`src/rtl/svi_array_driver.sv`:
```
// Rotating-pattern driver for an array of x/y interface lanes, with sampler echo checking.
// Optional echo checker: compiled in when SVI_DRV_CHECK_EN is defined.
module svi_array_driver #(
  parameter int unsigned N_LANES = 8,
  parameter int unsigned PAT_W   = 8,
  parameter int unsigned LEN_W   = 8
) (
  input  logic               i_clk,
  input  logic               i_rst_n,
  input  logic               i_start,
  input  logic [PAT_W-1:0]   i_pat_x,
  input  logic [PAT_W-1:0]   i_pat_y,
  input  logic [LEN_W-1:0]   i_len,
  output logic [N_LANES-1:0] o_x,
  output logic [N_LANES-1:0] o_y,
  output logic               o_busy,
  output logic               o_done,
  input  logic [N_LANES-1:0] i_a,
  input  logic [N_LANES-1:0] i_b,
  output logic               o_err,
  output logic [LEN_W-1:0]   o_err_cnt
);

  typedef enum logic [1:0] {IDLE, DRIVE, FLUSH, DONE} state_t;

  state_t           state;
  logic [PAT_W-1:0] rx;
  logic [PAT_W-1:0] ry;
  logic [LEN_W-1:0] len_q;
  logic [LEN_W-1:0] beat;
  logic             drive_v;

  function automatic logic [PAT_W-1:0] rotr(input logic [PAT_W-1:0] v);
    return {v[0], v[PAT_W-1:1]};
  endfunction

  // Lane k takes rotation bit (k mod PAT_W).
  function automatic logic [N_LANES-1:0] lanes(input logic [PAT_W-1:0] v);
    logic [N_LANES-1:0] r;
    r = '0;
    for (int unsigned k = 0; k < N_LANES; k++) r[k] = v[k % PAT_W];
    return r;
  endfunction

  // Sequencer; rx/ry always hold the pattern of the beat currently on o_x/o_y.
  always_ff @(posedge i_clk or negedge i_rst_n) begin
    if (!i_rst_n) begin
      state   <= IDLE;
      rx      <= '0;
      ry      <= '0;
      len_q   <= '0;
      beat    <= '0;
      drive_v <= 1'b0;
      o_x     <= '0;
      o_y     <= '1;
      o_busy  <= 1'b0;
      o_done  <= 1'b0;
    end else begin
      o_done <= 1'b0;
      case (state)
        IDLE: begin
          if (i_start) begin
            len_q <= i_len;
            beat  <= '0;
            rx    <= i_pat_x;
            ry    <= i_pat_y;
            if (i_len == '0) begin
              state  <= DONE;
              o_done <= 1'b1;
            end else begin
              state   <= DRIVE;
              o_busy  <= 1'b1;
              drive_v <= 1'b1;
              o_x     <= lanes(i_pat_x);
              o_y     <= lanes(i_pat_y);
            end
          end
        end
        DRIVE: begin
          if (beat == len_q - LEN_W'(1)) begin
            state   <= FLUSH;
            drive_v <= 1'b0;
            o_x     <= '0;
            o_y     <= '1;
          end else begin
            beat <= beat + LEN_W'(1);
            rx   <= rotr(rx);
            ry   <= rotr(ry);
            o_x  <= lanes(rotr(rx));
            o_y  <= lanes(rotr(ry));
          end
        end
        FLUSH: begin
          state  <= DONE;
          o_busy <= 1'b0;
          o_done <= 1'b1;
        end
        DONE:    state <= IDLE;
        default: state <= IDLE;
      endcase
    end
  end

`ifdef SVI_DRV_CHECK_EN
  logic [N_LANES-1:0] exp_x;
  logic [N_LANES-1:0] exp_y;
  logic               chk_v;

  // Echo of a beat arrives one cycle after it was driven; compare against a delayed copy.
  always_ff @(posedge i_clk or negedge i_rst_n) begin
    if (!i_rst_n) begin
      exp_x     <= '0;
      exp_y     <= '1;
      chk_v     <= 1'b0;
      o_err     <= 1'b0;
      o_err_cnt <= '0;
    end else begin
      exp_x <= o_x;
      exp_y <= o_y;
      chk_v <= drive_v;
      if (state == IDLE && i_start) begin
        o_err     <= 1'b0;
        o_err_cnt <= '0;
      end else if (chk_v && ((i_a != exp_x) || (i_b != exp_y))) begin
        o_err <= 1'b1;
        if (o_err_cnt != '1) o_err_cnt <= o_err_cnt + LEN_W'(1);
      end
    end
  end
`else
  logic unused_echo;
  assign unused_echo = ^{i_a, i_b};
  assign o_err       = 1'b0;
  assign o_err_cnt   = '0;
`endif

endmodule

```
`config.mk`:
```
export PLATFORM = sky130hd
export DESIGN_NAME = svi_array_driver
export DESIGN_NICKNAME = d
export VERILOG_FILES = /design/src/rtl/svi_array_driver.sv
export SDC_FILE = /design/constraint.sdc
export NUM_CORES = 1
export LEC_CHECK = 0
export ABC_AREA = 1
export BUFFER_PORTS_ARGS = -buffer_cell sky130_fd_sc_hd__buf_2
export CAP_MARGIN = 10
export CORE_UTILIZATION = 25
export DETAILED_ROUTE_END_ITERATION = 12
export GPL_TIMING_DRIVEN = 0
export HOLD_SLACK_MARGIN = 0.03
export PLACE_DENSITY = 0.53
export SYNTH_ARGS = -nofsm -noshare
export SYNTH_HDL_FRONTEND = slang
export SYNTH_SLANG_ARGS = --single-unit
```
`constraint.sdc`:
```
create_clock -name i_clk -period 2.6 [get_ports i_clk]
set_input_delay 0.26 -clock i_clk [delete_from_list [all_inputs] [get_ports i_clk]]
set_output_delay 0.26 -clock i_clk [all_outputs]
set_load 0.02 [all_outputs]
```
==> results of run 1 <==
[per-layer routing]
layer / vias up / wire length (um) / global-route usage, %
met3: 7 / 284 / 2.46
met1: 1300 / 3690 / 16.7
li1: 1477 / - / -
met2: 58 / 3890 / 23.9
met4: 0 / 96 / 4.39
met5: - / 0 / 0
[critical path, delay by kind of cell (launching register included)]
family	cells	cell delay, ns
adder cells (fa/ha/maj)	1	0.37
buffers and inverters	3	0.50
AO/OA/AOI/OAI	2	0.44
flip-flops	1	0.39
AND/OR/NAND/NOR	2	0.47
[per-stage QoR]
step                      hold slack, ns  util, %  setup slack (ns)
after floorplan                  -0.0356        -             0.809
after global placement             0.455     29.4             0.302
after detailed placement           0.461     29.4             0.274
after CTS                          0.240     30.7             0.264
after global routing              0.0319     30.9            0.0566
final                            -0.0179     30.9             0.338
[power breakdown]
part           internal [mW]  switching, mW
Sequential              1.20          0.221
Clock                  0.454          0.298
Combinational          0.720           1.44
Total                   2.37           1.96
[worst paths after layout]
check / cells after the start / to
worst max register to register: 8 / o_y[1]
worst min-delay path: 1 / o_x[2]
worst max-delay path: 8 / o_y[1]
worst min register to register: 2 / rx[5]
max in group asynchronous: 2 / o_y[1]
min in group i_clk: 3 / len_q[3]
[cell type report]
type	instances	area, um^2
buffer	27	163
timing repair buffer	45	240
inverter	48	180
fill	1313	8300
multi-input combinational	320	1470
clock buffer	6	129
sequential	52	1310
clock inverter	2	35.0
tap	147	184
[sequential cells by signal (all words and copies together) (netlist names)]
signal,count
o_busy,1
rx,8
ry,8
state,2
beat,8
len_q,8
o_x,8
o_done,1
o_y,8
[Yosys cell counts]
| master | instances | area share [%] |
|---|---|---|
| nand2_4 | 1 | 0.36 |
| o31ai_1 | 1 | 0.24 |
| o21ai_2 | 1 | 0.28 |
| nor3_1 | 2 | 0.32 |
| nor2_1 | 39 | 4.7 |
| buf_6 | 3 | 1.1 |
| nand4_1 | 6 | 1.2 |
| buf_2 | 3 | 0.49 |
| conb_1 | 1 | 0.12 |
| o21ai_1 | 5 | 0.81 |
| clkbuf_2 | 1 | 0.16 |
| and2_1 | 1 | 0.20 |
| o21ai_0 | 12 | 1.9 |
| dfstp_2 | 8 | 6.8 |
| nand3_1 | 40 | 6.5 |
| nor2_4 | 1 | 0.36 |
| a31oi_1 | 1 | 0.20 |
| nor2_2 | 2 | 0.40 |
| inv_2 | 1 | 0.12 |
| inv_1 | 47 | 5.7 |
| xor2_1 | 6 | 1.7 |
| ha_1 | 5 | 2.0 |
| nand2_1 | 156 | 19 |
| buf_1 | 1 | 0.12 |
| clkbuf_1 | 10 | 1.2 |
| buf_4 | 9 | 2.2 |
| dfrtp_1 | 44 | 36 |
| nand4_4 | 1 | 0.69 |
| a21oi_1 | 27 | 4.4 |
| xnor2_1 | 4 | 1.1 |
[cells by family (layout without fill, tap and decap cells)]
logic type / count (synthesis) / after routing / synth area share (%)
flops: 52 / 52 / 42.4
compound gates: 47 / 47 / 7.85
xor+xnor: 10 / 10 / 2.83
other cells: 1 / 9 / 0.121
simple gates: 249 / 249 / 33.7
buf+inv: 75 / 128 / 11.1
fa+ha+maj: 5 / 5 / 2.02
==> metrics.txt, run 1 <==
area of the mapped netlist 0.00309 mm^2; Tmin final 2.26 ns; slew margin rel. 57.3%; RR Startpoint state[1]; synthesized flop and latch total 52; Die Y 113 um; total power 4.33 mW; Final Wtd Congestion 0.830; Die X-Extent 113 um; HPWL Detailed 5.90 mm; GRT Total Usage 13.6%; worst hold path type in2async; Worst EP arrival 2.47 ns; area grow syn2layout 20.0%; violated checks negative hold slack; Synth Instances 439; register area share after synthesis 42.4%; post-route cell area 0.00371 mm^2; largest net degree at the start of global routing 53; Layout Nets 547; Final ANT Viol Nets 0; # diodes 0; ratio of cells with drive above 1 in the final layout 16.6%; Clock Tree Buf Depth 2; die area 0.0128 mm^2; commonest non-fill, non-tap cell in the layout nand2_1; total CTS buffers 5; Req. time, crit path 2.81 ns; clock latency on the worst-skew pair 0.30 ns; Max stage delay on crit path 0.39 ns; crit path from state[1]; syn avg cell area 7.05 um^2; row cnt 40; most frequent cells in the layout nand2_1, inv_1, buf_2; global-route wire length before repair 13.7 mm; static leakage 2.02 nW; TNS Setup 0 ns; initial antenna violation count 0; setup violators final 0; Worst path most repeated cell inv_1; cts hold-fix bufs 0; vias in the first global route 2890; post_cts resized 0; H-tree levels 2; CTS tree yes; CTS Sinks 52; ratio of final minimum period to clock period 87.0%; Slew @ Worst Pin 0.640 ns; fin cells 647; CP Cell Sequence inv_1, ha_1, inv_1, o21ai_2, nand2_1, buf_2, nor2_1, a21oi_1; Fin Clk Skew 0.00800 ns; Overflow after GRT 0; WL per Instance 12.3 um; PortBufs 44; status finished with violations; Yosys warnings 0; core area 0.0120 mm^2; RSZ-0062 raised after global routing no; largest fanout on the critical path 10; clk root buf clkbuf_16; placed insts 638; crit path kind reg2reg; drt first pass iters 5; PD cells 1170 mW/mm^2; Area after DPL 0.00353 mm^2; synth unique cells 30; vias per cell 4.39; VDD IR max 508 uV; # DRC 0; post-CTS setup buffer count 0; Final Hold Fails 22; DR vias 2842; max_cap viols 0; slowest stage cell, crit path dfrtp_1; Initial DRC Count 169; hold slack -0.0179 ns; maximum clock rate 442 MHz; Ports 70; Worst R2R Setup Slack 0.34 ns; Initial Util 25.7%; Reg clk slew, reported paths 0.07 ns; Critical Path End Type flip-flop; Final Routed Wirelength 7.97 mm; Pins Over Slew Limit 0; crit start category flip-flop
Note: power is estimated with default switching activity, not from simulation.
==> run 2, diff against run 1 <==
Settings changed: MAX_ROUTING_LAYER from default to met4, PLACE_DENSITY 0.53 to default, PLACE_DENSITY_LB_ADDON from default to 0.25.
==> run 2 against run 1 <==
Compared with the run above: the flow now finishes without violations; sequential cell count unchanged; maximum frequency increased by 1.5%; wire length decreased by 3.2%; critical path type unchanged; die area unchanged; core utilization decreased by 0.083 points; clock skew increased by 0.00079 ns; total power decreased by 2.7%; largest cell class unchanged; via count about the same; cell area decreased by 0.27%; combinational power about the same; sequential share of layout area increased by 0.096 points.
==> metrics.txt, run 2 (same netlist as run 1, synthesis figures left out) <==
Layout Nets 548 (+0.18%); Slew @ Worst Pin 0.533 ns (-0.108 ns); TNS Setup 0 ns (unchanged); CP Cell Sequence inv_1, ha_1, inv_1, o21ai_2, nand2_1, clkbuf_1, nor2_1, a21oi_1; Logic pwr share 50.9% (+1.0 points); slew margin rel. 64.5% (+7.2 points); CTS Sinks 52 (unchanged); Pins Over Slew Limit 0 (unchanged); maximum clock rate 449 MHz (+1.5%); WL per Instance 11.9 um (-3.3%); core area 0.0120 mm^2 (unchanged); DR vias 2844 (+0.070%); Fin Clk Skew 0.00879 ns (+0.000786 ns); Hold Path Stages 3; cell family with most CP delay buffers and inverters; Final Wtd Congestion 0.805 (-3.0%); ratio of cells with drive above 1 in the final layout 16.8% (+0.17 points); Clock Tree Buf Depth 2 (unchanged); PortBufs 44 (unchanged); vias in the first global route 2782 (-3.7%); Die Y 113 um (unchanged); clock latency on the worst-skew pair 0.29 ns (about the same); vias per cell 4.39 (about the same); GRT Total Usage 13.4% (-0.20 points); Critical Path End Type flip-flop; clk root buf clkbuf_16; PD cells 1140 mW/mm^2 (-2.4%); Worst EP arrival 2.45 ns (-0.02 ns); largest fanout on the critical path 10 (unchanged); commonest non-fill, non-tap cell in the layout nand2_1; Reg2Reg Depth 8 (unchanged); CP Depth 8 (unchanged); Max stage delay on crit path 0.40 ns (about the same); sw frac 46.0% (+0.77 points); worst hold path type in2reg; fillers 1361 (+3.7%); total CTS buffers 5 (unchanged); Final ANT Viol Nets 0 (unchanged); Seq pwr share 33.6% (+0.9 points); max_cap viols 0 (unchanged); Tmin final 2.23 ns (-0.0343 ns); cell internal pwr 2.27 mW (-4.1%); Clock Power Share 15.5% (-1.9 points); Final Routed Wirelength 7.71 mm (-3.2%); Final Hold Fails 0 (-100%); Req. time, crit path 2.82 ns (about the same); Worst path most repeated cell inv_1; global-route wire length before repair 13.4 mm (-2.2%); drt first pass iters 4 (-1); static leakage 2.02 nW (-0.15%); slowest stage cell, crit path dfrtp_1; Initial Util 25.7% (unchanged); ratio of final minimum period to clock period 85.7% (-1.3 points); RSZ-0062 raised after global routing no; hold slack 0.241 ns (+0.259 ns); switching power 1.94 mW (-1.1%); CTS tree yes; post_cts resized 0 (unchanged); H-tree levels 2 (unchanged); status finished, final reports clean; most frequent cells in the layout nand2_1, inv_1, buf_2; # DRC 0 (unchanged); Ports 70 (unchanged); setup violators final 0 (unchanged); Initial DRC Count 114 (-33%); crit path kind reg2reg; largest net degree at the start of global routing 53 (unchanged); die area 0.0128 mm^2 (unchanged); Overflow after GRT 0 (unchanged); # diodes 0 (unchanged); area grow syn2layout 19.7%; initial antenna violation count 0 (unchanged); crit start category flip-flop; Die X-Extent 113 um (unchanged); Reg clk slew, reported paths 0.07 ns (about the same); VDD IR max 411 uV (-19%); HPWL Detailed 5.83 mm (-1.2%); WP buf/inv 3 (unchanged); row cnt 40 (unchanged)
## run 2: worst paths after layout
path / startpoint / endpoint / slack, ns
worst max-delay path: state[1] / o_y[3] / 0.37
worst min-delay path: i_len[3] / len_q[3] / 0.24
worst max register to register: state[1] / o_y[3] / 0.37
worst min register to register: ry[2] / ry[2] / 0.48
max in group asynchronous: i_rst_n / o_y[5] / 1.59
min in group asynchronous: i_rst_n / o_x[1] / 0.41
## run 2: per-stage QoR
step	cell area [um^2]	setup WS, ns	cells	power, mW	util [%]
after global placement	3530	0.347	638	3.57	29.4
after CTS	3670	0.305	646	4.28	30.6
after detailed placement	3530	0.306	638	3.60	29.4
after global routing	3700	0.116	648	4.63	30.8
final	3700	0.372	648	4.21	30.8
after floorplan	3120	0.809	447	2.99	-
## run 2: final cells by class
class	count	area, um^2	share of cell area, %
Tap cell	147	184	4.97
Clock inverter	3	18.8	0.507
Timing Repair Buffer	46	250	6.76
Clock buffer	5	125	3.38
Multi-Input combinational cell	320	1470	39.7
Sequential cell	52	1310	35.4
Buffer	27	163	4.39
Inverter	48	180	4.87
## run 2: worst register-to-register path, stage by stage, from the launching register on
cell and delay [ns]:
dfrtp_1 0.40, inv_1 0.08, ha_1 0.37, inv_1 0.15, o21ai_2 0.34, nand2_1 0.26
clkbuf_1 0.31, nor2_1 0.16, a21oi_1 0.08
## run 2: power groups by stage
stage          Combinational [mW]  Clock (mW)  Sequential (mW)
2_1_floorplan                1.44           0             1.55
3_3_place_gp                 2.14           0             1.43
3_5_place_dp                 2.17           0             1.43
4_1_cts                      2.18       0.679             1.42
5_1_grt                      2.46       0.707             1.46
6_report                     2.14       0.651             1.42
## run 2: metal layers
| layer | wire length (um) | vias up | global-route usage (%) |
|---|---|---|---|
| li1 | - | 1475 | - |
| met4 | 63 | 0 | 2.89 |
| met5 | 0 | - | - |
| met1 | 3490 | 1310 | 16.5 |
| met2 | 3860 | 54 | 23.1 |
| met3 | 305 | 5 | 2.04 |
## run 2: timing repair
| item | 4_1_cts | 5_1_grt |
|---|---|---|
| endpoints found under the setup margin | 0 | 0 |
| hold buffers | 0 | 1 |
| setup buffers | 0 | 0 |
| hold endpoints to repair | 0 | 9 |
==> run 3, diff against run 2 <==
Settings changed: BUFFER_PORTS_ARGS -buffer_cell sky130_fd_sc_hd__buf_2 to default, CELL_PAD_IN_SITES_DETAIL_PLACEMENT from default to 1, CELL_PAD_IN_SITES_GLOBAL_PLACEMENT from default to 1, DONT_BUFFER_PORTS from default to 1, GPL_TIMING_DRIVEN 0 to default.
==> run 3 against run 2 <==
Compared with the run above: core utilization down 2.6 points; clock power increased by 5.8%; highest routed layer unchanged; register-to-register slack gained 0.04 ns; die area stayed put.
==> metrics.txt, run 3 (same netlist as run 1, synthesis figures left out) <==
status finished, final reports clean; Final Wtd Congestion 0.793 (-1.6%); GR peak layer met2; post_cts resized 0 (unchanged); Area after DPL 0.00320 mm^2 (-9.4%); vias in the first global route 2767 (-0.54%); slowest stage cell, crit path dfrtp_1; Final Routed Wirelength 8.15 mm (+5.7%); GR Util met1 17.1% (+0.62 points); TNS Setup 0 ns (unchanged); CP Cell Sequence inv_1, ha_1, inv_1, nand2_1, nand2_1, nand2_1, nor2_1, nand3_1, nor2_2, nand4_4, nand2_4, nand2_1, nand2_1; HPWL Detailed 5.81 mm (-0.24%); Reg clk slew, reported paths 0.07 ns (about the same); PortBufs 0 (-100%); VDD IR max 447 uV (+8.8%); row cnt 40 (unchanged); cell internal pwr 2.17 mW (-4.7%); max_cap viols 0 (unchanged); Clock Power Share 16.9% (+1.4 points); Final ANT Viol Nets 0 (unchanged); Critical Path End Type flip-flop; maximum clock rate 457 MHz (+1.8%); drt first pass iters 4 (unchanged); largest net degree at the start of global routing 53 (unchanged); clk root buf clkbuf_16; vias per cell 4.60 (+4.9%); Ports 70 (unchanged); Fin Clk Skew 0.00661 ns (-0.00218 ns); GRT Total Usage 14.1% (+0.74 points); largest fanout on the critical path 24 (+14); Clock Tree Buf Depth 2 (unchanged); die area 0.0128 mm^2 (unchanged); Worst R2R End ry[1]; Worst path most repeated cell nand2_1; Final Hold Fails 0 (unchanged); most frequent cells in the layout nand2_1, inv_1, dfrtp_1; DR vias 2688 (-5.5%); crit path kind reg2reg; Req. time, crit path 2.83 ns (about the same); area grow syn2layout 9.43%; ratio of cells with drive above 1 in the final layout 6.86% (-9.9 points); total CTS buffers 5 (unchanged); Logic pwr share 43.3% (-7.6 points); RSZ-0062 raised after global routing no; global-route wire length before repair 13.8 mm (+3.0%); ratio of final minimum period to clock period 84.2% (-1.5 points); Hold Path End len_q[6]; Initial Util 25.7% (unchanged); Tmin final 2.19 ns (-0.0400 ns); switching power 1.92 mW (-1.1%); Die X-Extent 113 um (unchanged); Reg2Reg Depth 13 (+5); hold wc startpoint i_len[6]; clock latency on the worst-skew pair 0.29 ns (about the same); PD cells 1210 mW/mm^2 (+6.0%); Die Y 113 um (unchanged); met3 Usage GRT 2.84% (+0.80 points); worst setup margin 0.412 ns (+0.0400 ns); commonest non-fill, non-tap cell in the layout nand2_1; Pins Over Slew Limit 0 (unchanged); static leakage 1.78 nW (-12%); CTS tree yes; Hold Path Stages 2 (-1); worst hold path type in2reg; met2 usage 23.6% (+0.57 points); Max stage delay on crit path 0.39 ns (about the same); Initial DRC Count 132 (+16%); RR Startpoint len_q[0]; WL per Instance 14.0 um (+17%); post-route cell area 0.00338 mm^2 (-8.6%); # DRC 0 (unchanged); Overflow after GRT 0 (unchanged); Worst R2R Setup Slack 0.41 ns (+0.04 ns); CTS Sinks 52 (unchanged); # diodes 0 (unchanged); setup violators final 0 (unchanged); sw frac 46.9% (+0.94 points); Seq pwr share 39.8% (+6.2 points); Layout Nets 484 (-12%); H-tree levels 2 (unchanged); core area 0.0120 mm^2 (unchanged); Worst EP arrival 2.42 ns (-0.03 ns); initial antenna violation count 0 (unchanged); pre-CTS setup slack 0.356 ns (+0.0503 ns); crit start category flip-flop
-- run 3: cell count changes in the layout (fill, tap and decap cells not counted), sizes merged --
cell	before	now
buf	61	8
clkinvlp	0	1
clkbuf	16	7
clkinv	3	0
-- run 3: through the flow --
step                total power [mW]  util [%]  instances  hold WS, ns
detailed placement              3.43      26.6        574      -0.0341
global placement                3.38      26.6        574      -0.0338
global route                    4.51      28.2        584        0.157
floorplan                       2.99         -        447      -0.0356
CTS                             4.17      28.2        584        0.140
finish                          4.08      28.2        584        0.145
-- run 3: critical path, delay by kind of cell, from the launching register on --
family        cells  cell delay, ns
fa+ha+maj         1            0.27
buf+inv           2            0.20
flops             1            0.39
simple gates     10            1.27
-- run 3: worst max path at each step --
stage	startpoint	to	slack, ns	depth (start not counted)
6_report	len_q[0]	ry[1]	0.41	13
5_1_grt	len_q[0]	o_x[7]	0.04	11
4_1_cts	len_q[0]	beat[3]	0.36	13
3_5_place_dp	len_q[0]	ry[1]	0.36	13
3_3_place_gp	len_q[0]	o_x[7]	0.35	11
2_1_floorplan	len_q[0]	rx[0]	0.81	13
-- run 3: layout make-up --
| class | instances | area [um^2] |
|---|---|---|
| Sequential cell | 52 | 1310 |
| Timing Repair Buffer | 9 | 90.1 |
| Fill cell | 1500 | 8630 |
| Clock buffer | 7 | 143 |
| Clock inverter | 1 | 7.51 |
| Multi-Input combinational cell | 320 | 1470 |
| Inverter | 48 | 180 |
| Tap cell | 147 | 184 |
-- run 3: power by group through the flow --
stage / combinational (mW) / sequential [mW] / clock, mW
2_1_floorplan: 1.44 / 1.55 / 0
3_3_place_gp: 1.73 / 1.64 / 0
3_5_place_dp: 1.80 / 1.64 / 0
4_1_cts: 1.82 / 1.63 / 0.719
5_1_grt: 2.08 / 1.68 / 0.746
6_report: 1.77 / 1.62 / 0.689
-- run 3: repair_timing --
item / CTS / global route
buffers inserted: 0 / 0
hold endpoints to repair: 52 / 0
hold buffers: 2 / 0
-- run 3: metal layers --
layer | vias up | share of wire, %
met5 | - | 0
met4 | 0 | 1.3
met3 | 7 | 2.8
met2 | 28 | 49
met1 | 1303 | 47
li1 | 1350 | -
